==> src/rtl/sid_write_arbiter_if.sv <==
`default_nettype none
// ============================================================================
// Module      : sid_write_arbiter_if
// Description : Bus, stream and SID-side signals of the SID write arbiter.
//               The slave modport is the arbiter; the master modport is the
//               surrounding system (C64 bus, USB CDC stream, SID core).
//               Shadow-read signals exist only when SID_SHADOW_EN is defined.
// Revision    : 1.0 - initial release
// ============================================================================
interface sid_write_arbiter_if #(
  parameter int LW = 5
);
  logic          clk_en;
  logic          bus_we;
  logic [4:0]    bus_addr;
  logic [7:0]    bus_wdata;
  logic [7:0]    s_data;
  logic          s_last;
  logic          s_valid;
  logic          s_ready;
  logic          sid_we;
  logic [4:0]    sid_addr;
  logic [7:0]    sid_wdata;
  logic          sid_src;
  logic [LW-1:0] fifo_level;
  logic          frame_err;
`ifdef SID_SHADOW_EN
  logic [4:0]    shadow_addr;
  logic [8:0]    shadow_data;

  modport master (
    output clk_en, bus_we, bus_addr, bus_wdata, s_data, s_last, s_valid,
    output shadow_addr,
    input  s_ready, sid_we, sid_addr, sid_wdata, sid_src, fifo_level,
    input  frame_err, shadow_data
  );
  modport slave (
    input  clk_en, bus_we, bus_addr, bus_wdata, s_data, s_last, s_valid,
    input  shadow_addr,
    output s_ready, sid_we, sid_addr, sid_wdata, sid_src, fifo_level,
    output frame_err, shadow_data
  );
`else
  modport master (
    output clk_en, bus_we, bus_addr, bus_wdata, s_data, s_last, s_valid,
    input  s_ready, sid_we, sid_addr, sid_wdata, sid_src, fifo_level,
    input  frame_err
  );
  modport slave (
    input  clk_en, bus_we, bus_addr, bus_wdata, s_data, s_last, s_valid,
    output s_ready, sid_we, sid_addr, sid_wdata, sid_src, fifo_level,
    output frame_err
  );
`endif
endinterface
`default_nettype wire

==> src/rtl/sid_write_arbiter.sv <==
`default_nettype none
// ============================================================================
// Module      : sid_write_arbiter
// Description : Shares the SID register write port between the C64 bus
//               (always wins) and a USB CDC stream of {addr,data} packets.
//               Stream writes are parsed, queued in a FIFO and issued at
//               most once per clk_en pulse, only when the bus is idle.
//               Optional feature macro: SID_SHADOW_EN (32x9 shadow file
//               with a registered read port).
// Revision    : 1.0 - initial release
// ============================================================================
module sid_write_arbiter #(
  parameter int DEPTH = 16,
  parameter int LW    = 5
) (
  input  wire                clk,
  input  wire                rst,
  sid_write_arbiter_if.slave bus
);
  localparam int            AW         = $clog2(DEPTH);
  localparam logic [0:0]    c_ST_ADDR  = 1'b0;
  localparam logic [0:0]    c_ST_DATA  = 1'b1;
  localparam logic [LW-1:0] c_FULL     = LW'(DEPTH);

  logic [0:0]    state_q, state_d;
  logic [4:0]    pend_addr_q;
  logic          frame_err_q;
  logic          alive_q;
  logic [12:0]   mem_q [DEPTH];
  logic [AW-1:0] wr_ptr_q, rd_ptr_q;
  logic [LW-1:0] level_q;
  logic          sid_we_q, sid_src_q;
  logic [4:0]    sid_addr_q;
  logic [7:0]    sid_wdata_q;

  logic          w_ready, w_accept, w_pop;
  logic          w_push, w_ferr, w_load;
  logic [12:0]   w_head;

  // Ready is held low through reset by alive_q, otherwise depends only on FIFO fill.
  assign w_ready  = alive_q & (level_q != c_FULL);
  assign w_accept = bus.s_valid & w_ready;
  // The bus has priority; a stream pop only uses a clk_en slot the bus leaves free.
  assign w_pop    = bus.clk_en & ~bus.bus_we & (level_q != '0);
  assign w_head   = mem_q[rd_ptr_q];

  // Parser state register.
  always_ff @(posedge clk or posedge rst) begin
    if (rst) state_q <= c_ST_ADDR;
    else     state_q <= state_d;
  end

  // Parser next state: an address byte opens a packet, a last byte closes it.
  always_comb begin
    state_d = state_q;
    if (w_accept) begin
      case (state_q)
        c_ST_ADDR: if (!bus.s_last) state_d = c_ST_DATA;
        c_ST_DATA: if (bus.s_last)  state_d = c_ST_ADDR;
        default:   state_d = c_ST_ADDR;
      endcase
    end
  end

  // Parser outputs: push on complete packet, framing error on misplaced last flag.
  always_comb begin
    w_push = 1'b0;
    w_ferr = 1'b0;
    w_load = 1'b0;
    if (w_accept) begin
      case (state_q)
        c_ST_ADDR: begin
          w_ferr = bus.s_last;
          w_load = ~bus.s_last;
        end
        c_ST_DATA: begin
          w_push = bus.s_last;
          w_ferr = ~bus.s_last;
          w_load = ~bus.s_last;
        end
        default: ;
      endcase
    end
  end

  // Pending address, framing-error pulse and post-reset ready enable.
  always_ff @(posedge clk or posedge rst) begin
    if (rst) begin
      pend_addr_q <= '0;
      frame_err_q <= 1'b0;
      alive_q     <= 1'b0;
    end else begin
      if (w_load) pend_addr_q <= bus.s_data[4:0];
      frame_err_q <= w_ferr;
      alive_q     <= 1'b1;
    end
  end

  // FIFO storage; contents are don't-care until pointed at by a valid entry.
  always_ff @(posedge clk) begin
    if (w_push) mem_q[wr_ptr_q] <= {pend_addr_q, bus.s_data};
  end

  // FIFO pointers (wrap naturally at DEPTH) and fill level.
  always_ff @(posedge clk or posedge rst) begin
    if (rst) begin
      wr_ptr_q <= '0;
      rd_ptr_q <= '0;
      level_q  <= '0;
    end else begin
      if (w_push) wr_ptr_q <= wr_ptr_q + AW'(1);
      if (w_pop)  rd_ptr_q <= rd_ptr_q + AW'(1);
      case ({w_push, w_pop})
        2'b10:   level_q <= level_q + LW'(1);
        2'b01:   level_q <= level_q - LW'(1);
        default: level_q <= level_q;
      endcase
    end
  end

  // Registered SID write port: bus write first, else a popped stream entry.
  always_ff @(posedge clk or posedge rst) begin
    if (rst) begin
      sid_we_q    <= 1'b0;
      sid_src_q   <= 1'b0;
      sid_addr_q  <= '0;
      sid_wdata_q <= '0;
    end else if (bus.bus_we) begin
      sid_we_q    <= 1'b1;
      sid_src_q   <= 1'b0;
      sid_addr_q  <= bus.bus_addr;
      sid_wdata_q <= bus.bus_wdata;
    end else if (w_pop) begin
      sid_we_q    <= 1'b1;
      sid_src_q   <= 1'b1;
      sid_addr_q  <= w_head[12:8];
      sid_wdata_q <= w_head[7:0];
    end else begin
      sid_we_q    <= 1'b0;
    end
  end

  assign bus.s_ready    = w_ready;
  assign bus.sid_we     = sid_we_q;
  assign bus.sid_src    = sid_src_q;
  assign bus.sid_addr   = sid_addr_q;
  assign bus.sid_wdata  = sid_wdata_q;
  assign bus.fifo_level = level_q;
  assign bus.frame_err  = frame_err_q;

`ifdef SID_SHADOW_EN
  logic [8:0] shadow_q [32];
  logic [8:0] shadow_data_q;

  // Shadow copy of every issued write; bit 8 flags "written since reset".
  always_ff @(posedge clk or posedge rst) begin
    if (rst) begin
      for (int i = 0; i < 32; i++) shadow_q[i] <= '0;
      shadow_data_q <= '0;
    end else begin
      if (sid_we_q) shadow_q[sid_addr_q] <= {1'b1, sid_wdata_q};
      shadow_data_q <= shadow_q[bus.shadow_addr];
    end
  end

  assign bus.shadow_data = shadow_data_q;
`endif

endmodule
`default_nettype wire
==> src/flat_wrapper.sv <==
// flat-port wrapper written by rule: the top's interface ports become plain ports
module sid_write_arbiter_flat 
#(
  parameter int DEPTH = 16,
  parameter int LW    = 5
)
  (clk, rst, bus_clk_en, bus_bus_we, bus_bus_addr, bus_bus_wdata, bus_s_data, bus_s_last, bus_s_valid, bus_s_ready, bus_sid_we, bus_sid_addr, bus_sid_wdata, bus_sid_src, bus_fifo_level, bus_frame_err);
  sid_write_arbiter_if #(.LW(LW)) bus_i ();
  input  wire clk;
  input  wire rst;
  input wire logic [$bits(bus_i.clk_en)-1:0] bus_clk_en;
  input wire logic [$bits(bus_i.bus_we)-1:0] bus_bus_we;
  input wire logic [$bits(bus_i.bus_addr)-1:0] bus_bus_addr;
  input wire logic [$bits(bus_i.bus_wdata)-1:0] bus_bus_wdata;
  input wire logic [$bits(bus_i.s_data)-1:0] bus_s_data;
  input wire logic [$bits(bus_i.s_last)-1:0] bus_s_last;
  input wire logic [$bits(bus_i.s_valid)-1:0] bus_s_valid;
  output wire logic [$bits(bus_i.s_ready)-1:0] bus_s_ready;
  output wire logic [$bits(bus_i.sid_we)-1:0] bus_sid_we;
  output wire logic [$bits(bus_i.sid_addr)-1:0] bus_sid_addr;
  output wire logic [$bits(bus_i.sid_wdata)-1:0] bus_sid_wdata;
  output wire logic [$bits(bus_i.sid_src)-1:0] bus_sid_src;
  output wire logic [$bits(bus_i.fifo_level)-1:0] bus_fifo_level;
  output wire logic [$bits(bus_i.frame_err)-1:0] bus_frame_err;
  assign bus_i.clk_en = bus_clk_en;
  assign bus_i.bus_we = bus_bus_we;
  assign bus_i.bus_addr = bus_bus_addr;
  assign bus_i.bus_wdata = bus_bus_wdata;
  assign bus_i.s_data = bus_s_data;
  assign bus_i.s_last = bus_s_last;
  assign bus_i.s_valid = bus_s_valid;
  assign bus_s_ready = bus_i.s_ready;
  assign bus_sid_we = bus_i.sid_we;
  assign bus_sid_addr = bus_i.sid_addr;
  assign bus_sid_wdata = bus_i.sid_wdata;
  assign bus_sid_src = bus_i.sid_src;
  assign bus_fifo_level = bus_i.fifo_level;
  assign bus_frame_err = bus_i.frame_err;
  sid_write_arbiter #(.DEPTH(DEPTH), .LW(LW)) u_core (.clk(clk), .rst(rst), .bus(bus_i));
endmodule
==> config.mk <==
export PLATFORM = sky130hd
export DESIGN_NAME = sid_write_arbiter_flat
export DESIGN_NICKNAME = d
export VERILOG_FILES = /design/src/rtl/sid_write_arbiter_if.sv /design/src/rtl/sid_write_arbiter.sv /design/src/flat_wrapper.sv
export SDC_FILE = /design/constraint.sdc
export NUM_CORES = 1
export LEC_CHECK = 0
export BUFFER_PORTS_ARGS = -buffer_cell sky130_fd_sc_hd__buf_2
export CORE_ASPECT_RATIO = 0.5
export CORE_MARGIN = 5
export CORE_UTILIZATION = 25
export DETAILED_ROUTE_END_ITERATION = 7
export PLACE_DENSITY = 0.43
export SETUP_SLACK_MARGIN = 0.02
export SLEW_MARGIN = 20
export SYNTH_ARGS = -nofsm -noshare
export SYNTH_HDL_FRONTEND = slang
export SYNTH_SLANG_ARGS = --single-unit
==> constraint.sdc <==
create_clock -name clk -period 5.5 [get_ports clk]
set_clock_uncertainty 0.2 [all_clocks]
set_input_delay 0.275 -clock clk [delete_from_list [all_inputs] [get_ports clk]]
set_output_delay 0.275 -clock clk [all_outputs]
set_load 0.02 [all_outputs]
==> results_dict.tcl <==
set metrics [dict create \
    vias 4907 \
    critPathBufInv 1 \
    drt_iter0_drc 370 \
    rr_startpoint "u_core.bus.fifo_level[1]" \
    ant_nets 0 \
    post_synth_and_or_nand_nor_area_fraction 0.0356 \
    finalCritPeriodShare 0.577 \
    clock_latency_ns 0.53 \
    hold_viol 0 \
    ys_ff_latch 244 \
    post_cts_buffers 0 \
    finalSetupViolCount 0 \
    relSlewSlack 0.296 \
    areaGrowthSynthToFinish_pct 19.7 \
    crit_family "simple AND/OR/NAND/NOR gates" \
    min_from "bus_bus_we" \
    min_path_cells 2 \
    synthArstFlopShare 0.148 \
    wl_per_cell_um 20.6 \
    peakVddDrop_mv 0.254 \
    synth-compound-area-share 0.0442 \
    p_leak_nw 3.86 \
    timing.hold.ws_ns 0.0521 \
    core_area_sq_um 38600 \
    yosysTopAreaCellShare 0.644 \
    start_util 0.251 \
    dp_hpwl_um 13300 \
    num_rows 51 \
    r2r_slack_ns 2.33 \
    die_h_um 149 \
    num-fill-cells 3812 \
    drt-total-wl_um 23400 \
    crit_path_end_kind "flip-flop" \
    dieWidth_um 288 \
    cts_max_level 1 \
    synth-main-ff-cell "edfxtp_1" \
    nNetsFinal 624 \
    fin_tns_setup_ns 0 \
    cts_resized 0 \
    final_area_sq_um 11600 \
    clock-sinks 244 \
    cts_root_buf "clkbuf_16" \
    critPathRequiredTime_ns 5.75 \
    multi_input_area_sq_um 2350 \
    outcome "finished, final reports clean" \
    drc 0 \
    synth_top_family_by_area "multiplexers" \
    synthTopCellsByArea "edfxtp_1, mux4_2, dfrtp_1" \
    grt_max_degree 45 \
    drive_above_1_share 0.286 \
    critPathMaxFanout 9 \
    critical_path.cell_chain "or4_4, o21a_4, and3_4, clkinv_4, ha_1, xor2_1, ha_1, nand2_1, nor2_1, o21ai_0, a31oi_1, xnor2_1" \
    placedInstanceArea_sq_um 10600 \
    ys_types 43 \
    clock_path_buffers 3 \
    track_usage 0.109 \
    grt_pass1_vias 5017 \
    critical_path.slowest_cell "or4_4" \
    cts_tree "built" \
    hold_buffers 25 \
    synth_cells 502 \
    power.density_nw_per_um2 450 \
    synth_fa_ha_area_frac 0.0116 \
    reg2regPathDepth 12 \
    synth_nets 538 \
    synth-xor-area-share 0.0108 \
    synth_edf_count 208 \
    antennaDiodeCount 0 \
    drv_slew 0 \
    hp-class "in2reg" \
    yosysTopAreaCell "edfxtp_1" \
    dieArea_sq_um 43000 \
    cts_buffers 26 \
    grt_overflow_total 0 \
    worstSetupPathType "reg2reg" \
    gp_congestion 0.708 \
    antenna_found_initial 0 \
    regArea_sq_um 7150 \
    period_minus_slack_ns 3.17 \
    synth_area_sq_um 9690 \
    rsz0062_at_grt "no" \
    dr.pass1.iters 5 \
    drv_cap 0 \
    crit_arrival_ns 3.42 \
    reg2reg_to "u_core.bus.fifo_level[4]" \
    synth_warnings 0 \
    max_slew.worst_pin.slew_ns 1.06 \
    synth-seq-area-share 0.737 \
    worst_path_most_repeated_cell "ha_1" \
    startpoint_type "flip-flop" \
    ios 49 \
    cts.reportedPaths.clkPinSlew_ns 0.06 \
    fmaxAchievable_mhz 315 \
    hold_end "u_core.bus.sid_src" \
    grt_pass1_wl_um 34300 \
    via_per_inst 4.31 \
    synth_mux_area_frac 0.137 \
    port_buffers 48 \
    slowest_delay_ns 0.58 \
    avgSynthCellArea_sq_um 19.3 \
]
-- power by group --
group          internal [mW]  switching, mW
Clock                  0.885          0.701
Sequential              2.16          0.310
Combinational          0.597          0.561
Total                   3.65           1.57
-- layout by cell type (no fill, tap or decap), types with 9 or more instances in the layout --
cell type      instances
a211oi_1               9
a21oi_1               20
a22oi_1               23
and2_1                 9
buf_2                 48
buf_4                 12
clkbuf_16             26
dfrtp_1               34
dlygate4sd3_1         25
edfxtp_1             208
ha_1                   9
inv_1                 17
mux2_2                10
mux4_2                52
nand3_1                9
nor2_1                10
xnor2_1                9
-- final cells by class --
class / instances / share of cell area
Tap cell: 530 / 0.0572
Clock inverter: 14 / 0.00669
Timing Repair Buffer: 85 / 0.0501
Clock buffer: 34 / 0.0595
Multi-Input combinational cell: 211 / 0.203
Sequential cell: 244 / 0.617
Inverter: 20 / 0.00690
-- Yosys cell counts (8+ instances only) --
library cell  number
a211oi_1           9
a21oi_1           20
a22oi_1           23
and2_1             9
clkbuf_1          11
dfrtp_1           36
edfxtp_1         208
ha_1               9
inv_1             18
mux2_2            10
mux4_2            52
nand2_1            8
nand3_1            9
nor2_1            11
xnor2_1            9
-- worst max-delay path by stage --
stage,start,end,slack (ns),cells after the start
after global routing,u_core.bus.fifo_level[1],u_core.bus.fifo_level[4],2.08,12
after floorplan,u_core.bus.fifo_level[2],u_core.bus.fifo_level[4],2.24,15
after CTS,u_core.bus.fifo_level[1],u_core.bus.fifo_level[4],2.31,12
after detailed placement,u_core.bus.fifo_level[1],u_core.bus.fifo_level[4],2.32,12
final,u_core.bus.fifo_level[1],u_core.bus.fifo_level[4],2.33,12
after global placement,u_core.bus.fifo_level[1],u_core.bus.fifo_level[4],2.39,12
-- metal layers --
metal	GRT usage	wire length, um
met1	0.160	11200
met2	0.173	10800
met3	0.0171	961
met4	0.0222	391
met5	0	0
-- stage by stage --
step / total power, mW / util / instances / worst slack, ns
5_1_grt: 5.48 / 0.300 / 1138 / 2.08
4_1_cts: 5.30 / 0.300 / 1138 / 2.31
2_1_floorplan: 3.29 / - / 502 / 2.24
3_5_place_dp: 3.68 / 0.274 / 1065 / 2.32
3_3_place_gp: 3.68 / 0.274 / 1065 / 2.39
6_report: 5.22 / 0.300 / 1138 / 2.33
-- worst reg2reg max path, cell delays in order, from the launching register on --
cell and delay, ns:
dfrtp_1 0.46, or4_4 0.58, o21a_4 0.23, and3_4 0.21
clkinv_4 0.10, ha_1 0.35, xor2_1 0.18, ha_1 0.20
nand2_1 0.06, nor2_1 0.08, o21ai_0 0.08, a31oi_1 0.22
xnor2_1 0.13
-- registers in the layout (all words and copies together), names as in the netlist --
register	cells
u_core.mem_q	208
u_core.bus.sid_wdata	8
u_core.bus.fifo_level	5
u_core.bus.sid_addr	5
u_core.pend_addr_q	5
u_core.rd_ptr_q	4
u_core.wr_ptr_q	4
u_core.alive_q	1
u_core.bus.frame_err	1
u_core.bus.sid_src	1
u_core.bus.sid_we	1
u_core.state_q	1
-- cells by family after synthesis --
family | count (synthesis)
other | 1
flip-flops | 244
buffers and inverters | 47
multiplexers | 66
XOR/XNOR | 12
AO/OA/AOI/OAI | 63
AND/OR/NAND/NOR | 60
adder cells (fa/ha/maj) | 9
(Power assumes the default switching activity.)
